<file path="src/rtl/stack_arbiter.sv">
// Round-robin arbiter granting N_REQ requesters push/pop access to one shared stack.
// One operation per three cycles: arbitrate (IDLE), strobe the stack (ISSUE), acknowledge (DONE).
module stack_arbiter #(
    parameter int N_REQ    = 4,
    parameter int WORD_LEN = 8
) (
    input  logic                         clk,
    input  logic                         rstn,
    input  logic [N_REQ-1:0]             req,
    input  logic [N_REQ-1:0]             op,
    input  logic [N_REQ*WORD_LEN-1:0]    wdata,
    output logic [N_REQ-1:0]             ack,
    output logic [WORD_LEN-1:0]          rdata,
    output logic                         err,
    output logic                         busy,
    output logic [$clog2(N_REQ)-1:0]     owner,
    output logic                         stk_push,
    output logic                         stk_pop,
    output logic [WORD_LEN-1:0]          stk_din,
    input  logic [WORD_LEN-1:0]          stk_dout,
    input  logic                         stk_full,
    input  logic                         stk_empty
);

    localparam int OW = $clog2(N_REQ);

    typedef enum logic [1:0] {
        IDLE  = 2'd0,
        ISSUE = 2'd1,
        DONE  = 2'd2
    } state_t;

    state_t               state;
    state_t               state_nxt;
    logic [OW-1:0]        rr_ptr;
    logic [OW-1:0]        rr_nxt;
    logic [OW-1:0]        grant_idx;
    logic [OW-1:0]        cand;
    logic                 grant_vld;
    logic                 op_p0;
    logic [WORD_LEN-1:0]  wdata_p0;
    logic                 refuse_p1;
    logic                 pop_ok_p1;

    // Round-robin search starting at rr_ptr, wrapping at N_REQ
    always_comb begin
        grant_vld = 1'b0;
        grant_idx = '0;
        cand      = '0;
        for (int k = 0; k < N_REQ; k++) begin
            cand = OW'((int'(rr_ptr) + k) % N_REQ);
            if (!grant_vld && req[cand]) begin
                grant_vld = 1'b1;
                grant_idx = cand;
            end
        end
    end

    assign rr_nxt = OW'((int'(grant_idx) + 1) % N_REQ);

    always_ff @(posedge clk or negedge rstn) begin
        if (!rstn) begin
            state <= IDLE;
        end else begin
            state <= state_nxt;
        end
    end

    always_comb begin
        state_nxt = state;
        ack       = '0;
        err       = 1'b0;
        rdata     = '0;
        stk_push  = 1'b0;
        stk_pop   = 1'b0;
        stk_din   = '0;
        busy      = (state != IDLE);
        case (state)
            IDLE: begin
                if (grant_vld) state_nxt = ISSUE;
            end
            ISSUE: begin
                state_nxt = DONE;
                stk_push  = !op_p0 && !stk_full;
                stk_pop   = op_p0 && !stk_empty;
                stk_din   = wdata_p0;
            end
            DONE: begin
                state_nxt  = IDLE;
                ack[owner] = 1'b1;
                err        = refuse_p1;
                rdata      = pop_ok_p1 ? stk_dout : '0;
            end
            default: state_nxt = IDLE;
        endcase
    end

    // p0: winner latched on the IDLE->ISSUE edge; p1: outcome latched on the ISSUE->DONE edge
    always_ff @(posedge clk or negedge rstn) begin
        if (!rstn) begin
            rr_ptr    <= '0;
            owner     <= '0;
            op_p0     <= 1'b0;
            refuse_p1 <= 1'b0;
            pop_ok_p1 <= 1'b0;
        end else begin
            if (state == IDLE && grant_vld) begin
                owner  <= grant_idx;
                op_p0  <= op[grant_idx];
                rr_ptr <= rr_nxt;
            end
            if (state == ISSUE) begin
                refuse_p1 <= op_p0 ? stk_empty : stk_full;
                pop_ok_p1 <= op_p0 && !stk_empty;
            end
        end
    end

    // Push data is only observed through stk_din, which is gated by ISSUE
    always_ff @(posedge clk) begin
        if (state == IDLE && grant_vld) begin
            wdata_p0 <= wdata[int'(grant_idx)*WORD_LEN +: WORD_LEN];
        end
    end

endmodule

</file>
<file path="config.mk">
export PLATFORM = sky130hd
export DESIGN_NAME = stack_arbiter
export DESIGN_NICKNAME = d
export VERILOG_FILES = /design/src/rtl/stack_arbiter.sv
export SDC_FILE = /design/constraint.sdc
export NUM_CORES = 1
export LEC_CHECK = 0
export BUFFER_PORTS_ARGS = -buffer_cell sky130_fd_sc_hd__buf_2
export CAP_MARGIN = 20
export CORE_MARGIN = 1.5
export CORE_UTILIZATION = 30
export CTS_CLUSTER_SIZE = 40
export DETAILED_ROUTE_END_ITERATION = 10
export PLACE_DENSITY_LB_ADDON = 0.1
export SYNTH_ARGS = -nofsm -noshare
export SYNTH_HDL_FRONTEND = slang
export SYNTH_SLANG_ARGS = --single-unit
</file>
<file path="constraint.sdc">
create_clock -name clk -period 1.86 [get_ports clk]
set_clock_uncertainty 0.05 [all_clocks]
set_input_delay 0 -clock clk [delete_from_list [all_inputs] [get_ports clk]]
set_output_delay 0 -clock clk [all_outputs]
set_load 0.1 [all_outputs]
</file>
# Word level (Yosys, flattened, before mapping)
# Cells that the tools add are included.
# word_totals
register_bits,17
input_bits,52
output_inout_bits,26
wordCells,67
# op_classes
add_sub_neg,4
n_lt_le_gt_ge,7
n_eq_ne,3
shifts,1
mux,30
reduce_logical,15
# ops
op,count
variable part select 32 x 6 -> 8 bit,1
2-to-1 mux 8 bit,3
"less-than comparator 2 x 3 -> 1 bit, second input constant",6
2-to-1 mux 1 bit,14
binary-select mux 1 bit (select 2 bit),5
2-to-1 mux 2 bit,5
logical AND 1 bit,7
logical NOT 1 bit,6
"adder 2 x 1 -> 2 bit, second input constant",2
"adder 2 bit, second input constant",2
2-to-1 mux 4 bit,1
case mux 2 bit (2 select lines),1
demux 1 bit (select 2 bit),1
"== test 2 x 1 -> 1 bit, second input constant",1
"== test 2 bit, second input constant",1
">= comparator 2 x 1 -> 1 bit, second input constant",1
logical NOT 2 bit,1
"!= test 2 bit, second input constant",1
nonzero test 2 bit,1

# Logic depth before layout (Yosys ltp)
# Gate-level depths: netlist of run 1.
# logic_depth
word_depth,14
mapped_depth,6
mapped_depth_nobuf,5

# Least setup slack after synthesis of run 1
# OpenSTA, ideal clock, no wires.
# synth_path
kind,reg-to-output
startpoint,reg owner[0]
endpoint,out ack[0]
arrival_time_ns,3.131
required_ns,1.810
setup_slack_ns,-1.321
stages_incl_launch_ff,2
n_path_buf,0
path_cell_list,dfrtp_1 -> nor3b_1
# synth_via
elab_chain_cells,5
word_cells_on_any_way,6
classes_between,order compare (2); mux (3); reduce/logical (1)
# synth_rtl
element,line,text
"start, declared",16,"output logic [$clog2(N_REQ)-1:0] owner,"
"start signal, assigned",108,owner <= grant_idx;
less-than comparator 2 x 3 -> 1 bit (implied by the code) / >= comparator 2 x 1 -> 1 bit (equally long branches),90,ack[owner] = 1'b1;
logical AND 1 bit (implied by the code),90,
2-to-1 mux 1 bit (implied by the code),90,
demux 1 bit (select 2 bit) *,90,
2-to-1 mux 4 bit *,78,case (state)
"end, declared",12,"output logic [N_REQ-1:0] ack,"
# Mark *: on every way between the ends. The rest lies on a longest branch, timed or not.

# Worst setup path in the final report of run 1
# layout_path
startpoint,reg rr_ptr[1]
endpoint,reg wdata_p0[4] (data pin)
# layout_via
elab_chain_cells,13
word_cells_on_any_way,25
classes_between,add/sub (3); shift (1); mux (15); reduce/logical (6)
# layout_rtl
element,line,text
"start, declared",35,logic [OW-1:0] rr_ptr;
"start signal, assigned",110,rr_ptr <= rr_nxt;
branches (longest 11 deep; another with adder 2 x 1 -> 2 bit),-,
2-to-1 mux 2 bit *,52,if (!grant_vld && req[cand]) begin
variable part select 32 x 6 -> 8 bit *,122,wdata_p0 <= wdata[int'(grant_idx)*WORD_LEN +: WORD_LEN];
"end signal, assigned",122,
"end, declared",41,logic [WORD_LEN-1:0] wdata_p0;
# Mark *: on every way between the ends. The select of a mux whose other input is x is not followed.
# A chain may end at the register's enable or synchronous reset.

==> results of run 1 <==
[synthesized netlist by cell type (2+ instances only)]
master                     instances  area [µm²]
sky130_fd_sc_hd__nor3b_1           3        22.5
sky130_fd_sc_hd__nand2b_1          3        18.8
sky130_fd_sc_hd__mux2i_1          28         280
sky130_fd_sc_hd__clkbuf_1          2        7.51
sky130_fd_sc_hd__nor2_1            5        18.8
sky130_fd_sc_hd__and2_1            9        56.3
sky130_fd_sc_hd__edfxtp_1          8         240
sky130_fd_sc_hd__nand2_1           7        26.3
sky130_fd_sc_hd__a21o_1            3        22.5
sky130_fd_sc_hd__dfrtp_1           9         225
sky130_fd_sc_hd__and3_1            9        56.3
sky130_fd_sc_hd__inv_1             4        15.0
sky130_fd_sc_hd__a21oi_1           2        10.0
sky130_fd_sc_hd__nor4b_1           2        17.5
[worst min-delay path: stages]
cell,delay [ps]
sky130_fd_sc_hd__buf_2,110
sky130_fd_sc_hd__nor3b_4,50
sky130_fd_sc_hd__a21o_1,140
[final timing paths]
check	endpoint	cells after the start
max	wdata_p0[4]$_DFFE_PP_	7
min	pop_ok_p1$_DFFE_PN0P_	3
max reg2reg	wdata_p0[4]$_DFFE_PP_	7
min reg2reg	refuse_p1$_DFFE_PN0P_	2
max in group asynchronous	state[0]$_DFFE_PN0P_	2
min in group asynchronous	state[1]$_DFFE_PN0P_	2
[logic make-up after synthesis]
kind of cell	count (synthesis)	synth area share, %
xor gates and xnor gates	1	0.760
DFF	17	40.4
AOI/OAI and AO/OA	11	6.84
buffers and inverters	8	4.34
and+or+nand+nor	44	23.3
muxes	28	24.3
[stage by stage]
stage / worst slack, ps / util [%] / TNS [ps]
2_1_floorplan: -325 / - / -441
3_3_place_gp: -110 / 47.2 / -948
3_5_place_dp: -219 / 47.2 / -1990
4_1_cts: 44.4 / 49.9 / 0
5_1_grt: -34.1 / 51.5 / -166
6_report: 62.1 / 51.5 / 0
[sequential cells by signal, indices dropped and copies added, names as in the netlist]
register and cells:
rr_ptr 2, owner 2, state 2, op_p0 1
pop_ok_p1 1, refuse_p1 1, wdata_p0 8
[cell type report]
| cell class | count | area (µm²) |
|---|---|---|
| clock buffers | 3 | 41.3 |
| inverters | 4 | 15.0 |
| well taps | 48 | 60.1 |
| repair buffers | 87 | 606 |
| fillers | 328 | 1780 |
| flip-flops and latches | 17 | 465 |
| multi-input cells | 84 | 692 |
| clock inverters | 1 | 5.00 |
[per-layer routing]
metal	track usage [%]	part of all wire, %
met1	16.6	41
met2	24.2	49
met3	2.95	8.5
met4	6.91	1.8
met5	0	0
[repair_timing]
item                                   CTS  global route
gates cloned                             0             1
hold buffers                             1             0
endpoints found under the hold margin    9             0
pin swaps                                1             2
setup buffers                            4             0
setup endpoints to repair               11             9
resized for setup                        1             7
[where the power goes]
group / leakage [µW] / internal [µW] / switching (µW)
clock network: 0.0000255 / 148 / 129
registers: 0.000188 / 619 / 110
logic: 0.000801 / 867 / 1710
==> metrics list, run 1 <==
- Outcome: finished, final reports clean
- Clk Tree Root Cell: sky130_fd_sc_hd__clkbuf_8
- In the final design database the tool counted between 200 and 250 nets.
- Total half-perimeter wirelength after legalization and detailed placement: about 2200 µm
- Deepest clock path buffer count: 2
- Worst Hold Slack: ~35 ps
* Transition time of the tightest slew-check pin: roughly 470 ps
* Final instance area: approximately 0.0019 mm²
- TritonCTS created 3 clock buffers.
- TritonCTS built the clock tree.
- Based on the critical path, the design can be clocked at up to about 560 MHz.
- The floorplan step set the die width to between 60 and 70 µm.
- The first global-routing pass estimated 4600 µm of wire.
* Diodes inserted: 0
* Via density per instance: between 4 and 5
* Critical path arrival: around 1700 ps
* Maximum Capacitance Violations: 0
- Worst path buffer plus inverter count: 2
- Clock slew at reported path FFs: approximately 70 ps
* Required time of the critical path: around 1800 ps
* Sort of element at the start of the critical path: flip-flop
* Area growth from synthesis to layout: 63.5%
- Final number of setup-violating endpoints: 0
- Of the available clock period, the critical path in the final layout requires 96.7%.
- Reg-to-reg critical path startpoint: rr_ptr[1]$_DFFE_PN0P_
- The detailed router finished its first iteration with 24 violations.
- The most used flip-flop cell after synthesis is sky130_fd_sc_hd__dfrtp_1.
* Post-DR wirelength/cell: between 10 and 15 µm
* Final WL: just under 3000 µm
* Maximum fanout along the worst path: 5
* Area of the die: approximately 0.0042 mm²
* I/O Buffers: 77
* Number of remaining DRC errors: 0
- Vias in the first global route: roughly 1100
- Longest individual stage delay on the worst path: between 300 and 400 ps
- The clock net in this run drives a total of 17 sinks.
- Commonest cells after routing, fill and taps aside: sky130_fd_sc_hd__buf_2 (70), sky130_fd_sc_hd__mux2i_1 (25), sky130_fd_sc_hd__and2_1 (9), sky130_fd_sc_hd__dfrtp_1 (9)
- Pwr Total: roughly 3600 µW
- Average cell area after synthesis: ~11 µm²
- The critical path goes through buf_6 -> mux2i_1 -> a32o_2 -> nor2_8 -> clkbuf_16 -> mux2i_1 -> mux2i_1.
- Maximum number of pins on one net before global-route repair: 14
- During synthesis, Yosys emitted a total of 0 warnings.
- CTS built an H-tree with a depth of 1.
- Hold violation total from the final report: 0
* Fraction of layout instances using a drive strength above 1: between 50% and 60%
- The total overflow left after global routing is 0.
* Crit path max-delay family: flip-flops
- In this run the core area contains 22 standard-cell rows.
- Placed cells: around 230
- Post-detailed-route count of antenna-violating nets: 0
- Total of flip-flops plus latches after synthesis: 17
- The synthesized netlist contains 29 unique library cells.
* Critical Path Sink Type: flip-flop
- For the finished layout, the period the worst path requires is ~1800 ps.
* Syn Std Cell Area: around 0.0012 mm²
- The placed instances occupy a cell area of approximately 0.0017 mm².
- The most critical setup path has its startpoint at rr_ptr[1]$_DFFE_PN0P_.
- Headroom to the max-slew limit: between 60 and 70%
- Global-route total usage across every layer: about 14%
- The worst hold path begins at stk_empty.
- Dividing total power by cell area gives a power density of 1900 mW/mm².
- The number of antenna violations at the first check in global routing was 0.
* Critical Path Most Common Cell: sky130_fd_sc_hd__mux2i_1
* Core footprint: 0.00366 mm²
- The congestion estimate from routability-driven global placement came to approximately 0.70.
- In this run, synthesis inferred 8 flip-flops with an integrated enable.
- The max-slew violation total from the final report was 0.
* Most common cell after layout, fill and taps aside: sky130_fd_sc_hd__buf_2
- For this block, the via count after detailed routing is 1139.
- Once layout is complete, the cells apart from fillers number 244.
- Syn nets: approximately 160
* Clock insertion delay at the later pin of the skew report: around 250 ps
* Iteration count of the initial detailed-routing pass: 4
* WS Path Type: reg2reg
- Sequential element share of the synthesized area: between 40% and 50%
- Setup repair after global routing could not meet its margin everywhere.
* Initial Utilization: between 30% and 40%
- In the synthesized netlist the async set-or-reset flop fraction comes to between 50% and 60%.
- VDD sags by at most between 0.8 and 0.9 mV.
- Worst hold-check path type: in2reg
* Leak Pwr: 0.00101 µW
- For flop-to-flop paths, the worst setup slack is 60 ps.
* Die Ht: 65.0 µm
- Number of top-level design ports: around 80
- In the synthesized netlist, the number of instances is roughly 110.
- The slowest stage of the critical path belongs to the cell sky130_fd_sc_hd__dfrtp_1.
(Power assumes the default switching activity.)
==> inputs of run 2 (changes only) <==
Settings changed: PLACE_DENSITY_LB_ADDON 0.1 to unset.
==> metrics list, run 2 (synthesized netlist as in run 1, its figures left out) <==
- The total power was 3410 µW (-4.7%).
* Flip-flop count of the largest register after layout: 8 (unchanged)
- Maximum fanout along the worst path: 4 (-1)
- Last weighted congestion value of the routability-driven placer: 0.727 (+4.1%)
* PD cells: 1880 mW/mm² (-0.85%)
- Maximum frequency from static timing analysis: 541 MHz (-2.8%)
* Final WL: 2810 µm (-4.3%)
- Placement Rows: 22 (unchanged)
- Worst VDD drop: 0.648 mV (-27%)
* Vias in the first global route: 1012 (-5.4%)
* Launching element of the worst setup path: rr_ptr[1]$_DFFE_PN0P_
- Core footprint: 0.00366 mm² (unchanged)
- Fraction of layout instances using a drive strength above 1: 52.3% (-0.78 points)
- Number of nets in the finished design: 250 (+0.40%)
* Crit share post-route: 99.4% (+2.7 points)
- Among all stages on the critical path, the largest delay is contributed by sky130_fd_sc_hd__dfrtp_1.
- Sort of element at the start of the critical path: flip-flop
* Longest individual stage delay on the worst path: 390 ps (about the same)
- The minimum period implied by the final worst setup slack came to 1850 ps (+51.1 ps).
- Critical Path Sink Type: flip-flop
* Worst path buffer plus inverter count: 2 (unchanged)
* Diodes inserted: 0 (unchanged)
* Final number of setup-violating endpoints: 0 (unchanged)
- The depth of the worst hold-timing path was 3 (unchanged).
- The remaining global-route overflow was 0 (unchanged).
* Placed inst area: 0.00162 mm² (-6.1%)
- Setup slack of the most critical reg-to-reg path: 10 ps (-50 ps)
- The relative slew slack came to 67.5% (-0.69 points).
* Total number of clock tree sinks: 17 (unchanged)
- WS Path Type: reg2reg
- The half-perimeter wire length after placement is 2180 µm (-2.6%).
* Hold violation total from the final report: 0 (unchanged)
* Worst Hold Endpoint: refuse_p1$_DFFE_PN0P_
- The min-delay analysis places its worst path in the category in2reg.
- The y dimension of the die was 65.0 µm (unchanged).
* Commonest cells after routing, fill and taps aside: sky130_fd_sc_hd__buf_2 (69), sky130_fd_sc_hd__mux2i_1 (26), sky130_fd_sc_hd__and2_1 (9), sky130_fd_sc_hd__dfrtp_1 (9)
* Most common cell after layout, fill and taps aside: sky130_fd_sc_hd__buf_2
- Final instance area: 0.00181 mm² (-3.9%)
- The length of the first detailed-routing pass in iterations is 4 (unchanged).
* Setup repair after global routing missed its margin: true
* Initial Utilization: 31.5% (unchanged)
* First-pass GRT wire length: 3950 µm (-14%)
- The largest buffer count on any clock path is 2 (unchanged).
* Placed cells: 234 (unchanged)
- Number of cells traversed by the worst register-to-register path: 7 (unchanged)
- The count of non-filler cells in the finished layout was 245 (+0.41%).
- The via count of the routed design is 1121 (-1.6%).
* Slew Limit Fails: 0 (unchanged)
- The run finished with clean final reports.
* Reg-to-Reg End: wdata_p0[1]$_DFFE_PP_
- Area growth from synthesis to layout: 57.2%
* Via density per instance: 4.58 (-2.0%)
- Clk Tree Root Cell: sky130_fd_sc_hd__clkbuf_8
* Detailed Route Iter0 Violations: 16 (-33%)
* Critical Path Most Common Cell: sky130_fd_sc_hd__mux2i_1
* Clock slew at reported path FFs: 70 ps (about the same)
- DIE WIDTH: 65.0 µm (unchanged)
* Crit path max-delay family: multiplexers
- Traced cell by cell, the critical path runs through buf_6 -> mux2i_1 -> a32o_2 -> nor2_8 -> clkbuf_16 -> mux2i_1 -> mux2i_1.
* Area of the die: 0.00422 mm² (unchanged)
- The H-tree depth was 1 (unchanged).
* Required time of the critical path: 1800 ps (about the same)
- The average detailed-routed wire length per instance is 11.5 µm (-4.6%).
- Clock insertion delay at the later pin of the skew report: 250 ps (about the same)
- Most flops, register: wdata_p0
- I/O Buffers: 77 (unchanged)
- Antenna violations before repair: 0 (unchanged)
- In this run the most critical hold path is launched from stk_full.
- CTS tree: done
* Number of remaining DRC errors: 0 (unchanged)
- The worst register-to-register path begins at rr_ptr[1]$_DFFE_PN0P_.
- Number of buffers inserted during clock tree synthesis: 3 (unchanged)
- Number of top-level design ports: 78 (unchanged)
- The leakage power figure is 0.000998 µW (-1.6%).
- Maximum number of pins on one net before global-route repair: 19 (+5)
- The transition time of the tightest slew-check pin was 491 ps (+16.5 ps).
- Critical path arrival: 1790 ps (+50 ps)
- Post-detailed-route count of antenna-violating nets: 0 (unchanged)
- The total track usage is 12.1% (-2.0 points).
- Maximum Capacitance Violations: 0 (unchanged)
==> run 2: layer usage <==
| layer | vias to the layer above | wire (µm) | GRT usage, % |
|---|---|---|---|
| li1 | 569 | - | - |
| met1 | 484 | 1190 | 12.8 |
| met2 | 64 | 1330 | 22.7 |
| met3 | 4 | 253 | 2.60 |
| met4 | 0 | 40 | 5.59 |
| met5 | - | 0 | 0 |
==> run 2: metrics by stage <==
stage	utilization (%)	setup WS (ps)	setup TNS, ps	hold slack, ps
global route	49.5	-32.8	-199	53.3
floorplan	-	-325	-441	-346
detailed placement	44.3	-172	-1260	-189
finish	49.5	11.0	0	27.4
global placement	44.3	-57.1	-437	-191
CTS	46.4	14.2	0	29.6
==> run 2: worst register-to-register path, delay by kind of cell, from the launching register on <==
kind,cells,cell delay (ps)
AOI/OAI and AO/OA,1,280
buffers and inverters,2,310
DFF,1,390
muxes,3,400
and+or+nand+nor,1,170
==> run 2: report_power, final <==
group	leakage [µW]	internal, µW	switching, µW
combinational	0.000788	746	1670
sequential	0.000188	620	107
clock	0.0000228	152	118
total	0.000998	1520	1900
==> run 2: what timing repair did <==
action / 4_1_cts / 5_1_grt
setup buffers: 1 / 2
resized for setup: 1 / 12
hold endpoints to repair: 9 / 0
gates cloned: 0 / 3
pin swaps: 1 / 2
hold buffers: 1 / 0
endpoints found under the setup margin: 10 / 16
==> run 2: final cells by class <==
type,count,area (µm²)
Fill cell,336,1850
Timing Repair Buffer,88,546
Clock buffer,4,45.0
Sequential cell,17,465
Tap cell,48,60.1
Inverter,4,15.0
Multi-Input combinational cell,84,681
==> run 2: worst max-delay path by stage <==
stage / slack (ps) / cells past startpoint / to
global route: -30 / 7 / wdata_p0[0]$_DFFE_PP_
CTS: 10 / 7 / wdata_p0[1]$_DFFE_PP_
floorplan: -320 / 1 / ack[0]
detailed placement: -170 / 4 / wdata_p0[1]$_DFFE_PP_
finish: 10 / 7 / wdata_p0[1]$_DFFE_PP_
global placement: -60 / 4 / wdata_p0[0]$_DFFE_PP_
==> inputs of run 3 (changes only) <==
Settings changed: CORE_ASPECT_RATIO set to 0.6, HOLD_SLACK_MARGIN set to 0.1.
==> metrics list, run 3 (synthesized netlist as in run 1, its figures left out) <==
- The half-perimeter wire length after placement was 2800 µm (+29%).
* Clk Tree Root Cell: sky130_fd_sc_hd__clkbuf_8
* Worst Hold Slack: 99.5 ps (+72.2 ps)
* Post-route setup slack: -0.649 ps (-11.6 ps)
- Maximum fanout along the worst path: 6 (+2)
- Worst hold-check path type: in2reg
- The number of buffer cells added on primary ports came to 77 (unchanged).
- The minimum period implied by the final worst setup slack is 1860 ps (+11.6 ps).
* Most flops, register: wdata_p0
- Number of cells traversed by the worst register-to-register path: 7 (unchanged)
- The average detailed-routed wire length per instance is 13.7 µm (+20%).
* Die Ht: 51.0 µm (-22%)
- DIE WIDTH: 83.0 µm (+28%)
- Leaving out fill and tap cells, the most frequent cells in the layout are sky130_fd_sc_hd__buf_2 (64), sky130_fd_sc_hd__mux2i_1 (26), sky130_fd_sc_hd__dlygate4sd3_1 (15).
- Detailed Route Iter0 Violations: 76 (+60)
* Setup slack of the most critical reg-to-reg path: -0.6 ps (about the same)
* Global-route congestion overflow total: 0 (unchanged)
- Fraction of layout instances using a drive strength above 1: 49.0% (-3.2 points)
- Worst min-delay path startpoint: wdata[29]
* Reg-to-Reg End: wdata_p0[1]$_DFFE_PP_
* Number of nets in the finished design: 263 (+5.2%)
- Outcome: complete, but fails checks
- The final estimated routing congestion in global placement was 0.860 (+18%).
- WS Path Type: reg2reg
- CTS tree: done
- Worst Setup Slack post-DPL: -200 ps (-27.5 ps)
- The highest clock rate is 537 MHz (-0.63%).
* Core footprint: 0.00368 mm² (+0.51%)
- Via density per instance: 4.77 (+4.3%)
- Slew Limit Fails: 0 (unchanged)
* Iteration count of the initial detailed-routing pass: 4 (unchanged)
- Leaving out fill and tap cells, the most frequent cell in the layout is sky130_fd_sc_hd__buf_2.
- The pin count of the biggest net entering global routing was 14 (-5).
- Total number of clock tree sinks: 17 (unchanged)
- The arrival time at the worst endpoint was 1780 ps (about the same).
- Transition time of the tightest slew-check pin: 681 ps (+189 ps)
- Flip-flop count of the largest register after layout: 8 (unchanged)
- Violated checks: setup timing
- From synthesis to final layout, the design area changed by 80.9%.
- The post-route DRC violation count came to 0 (unchanged).
* Worst VDD drop: 1.02 mV (+57%)
* Vias in the first global route: 1227 (+21%)
- Clock slew at reported path FFs: 60 ps (about the same)
- The total power divided by cell area was 1670 mW/mm² (-11%).
- The total track usage is 16.7% (+4.6 points).
* Area of the die: 0.00423 mm² (+0.29%)
* Deepest clock path buffer count: 2 (unchanged)
- Worst Hold Endpoint: wdata_p0[5]$_DFFE_PP_
- The relative slew slack is 54.6% (-13 points).
- The H-tree depth came to 1 (unchanged).
* First-pass GRT wire length: 5640 µm (+43%)
- The final worst-path cycle share was 100% (+0.63 points).
- # fillers: 305 (-9.2%)
* Reg-to-reg critical path startpoint: rr_ptr[1]$_DFFE_PN0P_
- Leak Pwr: 0.00107 µW (+7.6%)
- The count of endpoints failing hold in the final timing report was 0 (unchanged).
- Maximum Capacitance Violations: 0 (unchanged)
* Diodes inserted: 0 (unchanged)
- Number of top-level design ports: 78 (unchanged)
* Required time of the critical path: 1780 ps (-20 ps)
- Setup repair after global routing could not meet its margin everywhere.
- Placed inst area: 0.00181 mm² (+11%)
- Worst hold path stage count: 3 (unchanged)
- The number of buffers created by CTS is 3 (unchanged).
- The via count of the routed design is 1226 (+9.4%).
- The number of antenna violations at the first check in global routing came to 0 (unchanged).
- The worst setup path is captured at a flip-flop.
- The count of standard-cell rows is 17 (-23%).
- Initial Utilization: 31.3% (-0.16 points)
* Clock insertion delay at the later pin of the skew report: 240 ps (about the same)
- Sort of element at the start of the critical path: flip-flop
- The total power was 3480 µW (+2.0%).
* Final instance area: 0.00208 mm² (+15%)
* Post-detailed-route count of antenna-violating nets: 0 (unchanged)
- The routed wire length was 3530 µm (+26%).
* Final number of setup-violating endpoints: 1 (+1)
[run 3: worst max path at each step]
stage	start	end	slack (ps)	cells past startpoint
global placement	rr_ptr[0]$_DFFE_PN0P_	wdata_p0[2]$_DFFE_PP_	-60	4
floorplan	owner[0]$_DFFE_PN0P_	ack[0]	-320	1
global route	rr_ptr[1]$_DFFE_PN0P_	wdata_p0[4]$_DFFE_PP_	-90	7
CTS	rr_ptr[1]$_DFFE_PN0P_	wdata_p0[1]$_DFFE_PP_	4	7
finish	rr_ptr[1]$_DFFE_PN0P_	wdata_p0[1]$_DFFE_PP_	-0.6	7
detailed placement	rr_ptr[0]$_DFFE_PN0P_	wdata_p0[0]$_DFFE_PP_	-200	4
[run 3: per-layer routing]
metal	GRT usage [%]	vias to the layer above	wire length, µm
met5	0	-	0
met2	28.7	61	1630
met3	3.23	2	225
met4	4.17	0	18
met1	21.9	572	1650
li1	-	591	-
[run 3: what timing repair did]
item                       in CTS  in global routing
gates cloned                    0                  0
resized for setup               1                  6
hold endpoints to repair       14                  1
hold buffers                   14                  1
buffers inserted                6                  0
pin swaps                       1                  2
setup endpoints to repair      10                 16
[run 3: critical path: stages (launching register included)]
cell,delay (ps)
sky130_fd_sc_hd__dfrtp_1,390
sky130_fd_sc_hd__buf_6,130
sky130_fd_sc_hd__mux2i_1,110
sky130_fd_sc_hd__a32o_2,280
sky130_fd_sc_hd__nor2_8,150
sky130_fd_sc_hd__buf_6,140
sky130_fd_sc_hd__mux2i_2,220
sky130_fd_sc_hd__mux2i_1,100
[run 3: layout make-up]
type	count	area, µm²	share of cell area, %
well taps	47	58.8	2.82
inverters	4	15.0	0.720
multi-input cells	84	678	32.5
repair buffers	101	822	39.4
flip-flops and latches	17	465	22.3
clock buffers	4	45.0	2.16
[run 3: metrics by stage]
step	utilization, %	setup TNS (ps)	std cells
CTS	55.8	0	256
finish	56.6	-0.649	257
global route	56.6	-548	257
detailed placement	49.1	-1540	232
floorplan	-	-441	109
global placement	49.1	-390	232
[run 3: where the power goes]
group	internal, µW	total, µW	switching (µW)
logic	770	2470	1700
clock network	151	262	111
registers	622	751	128
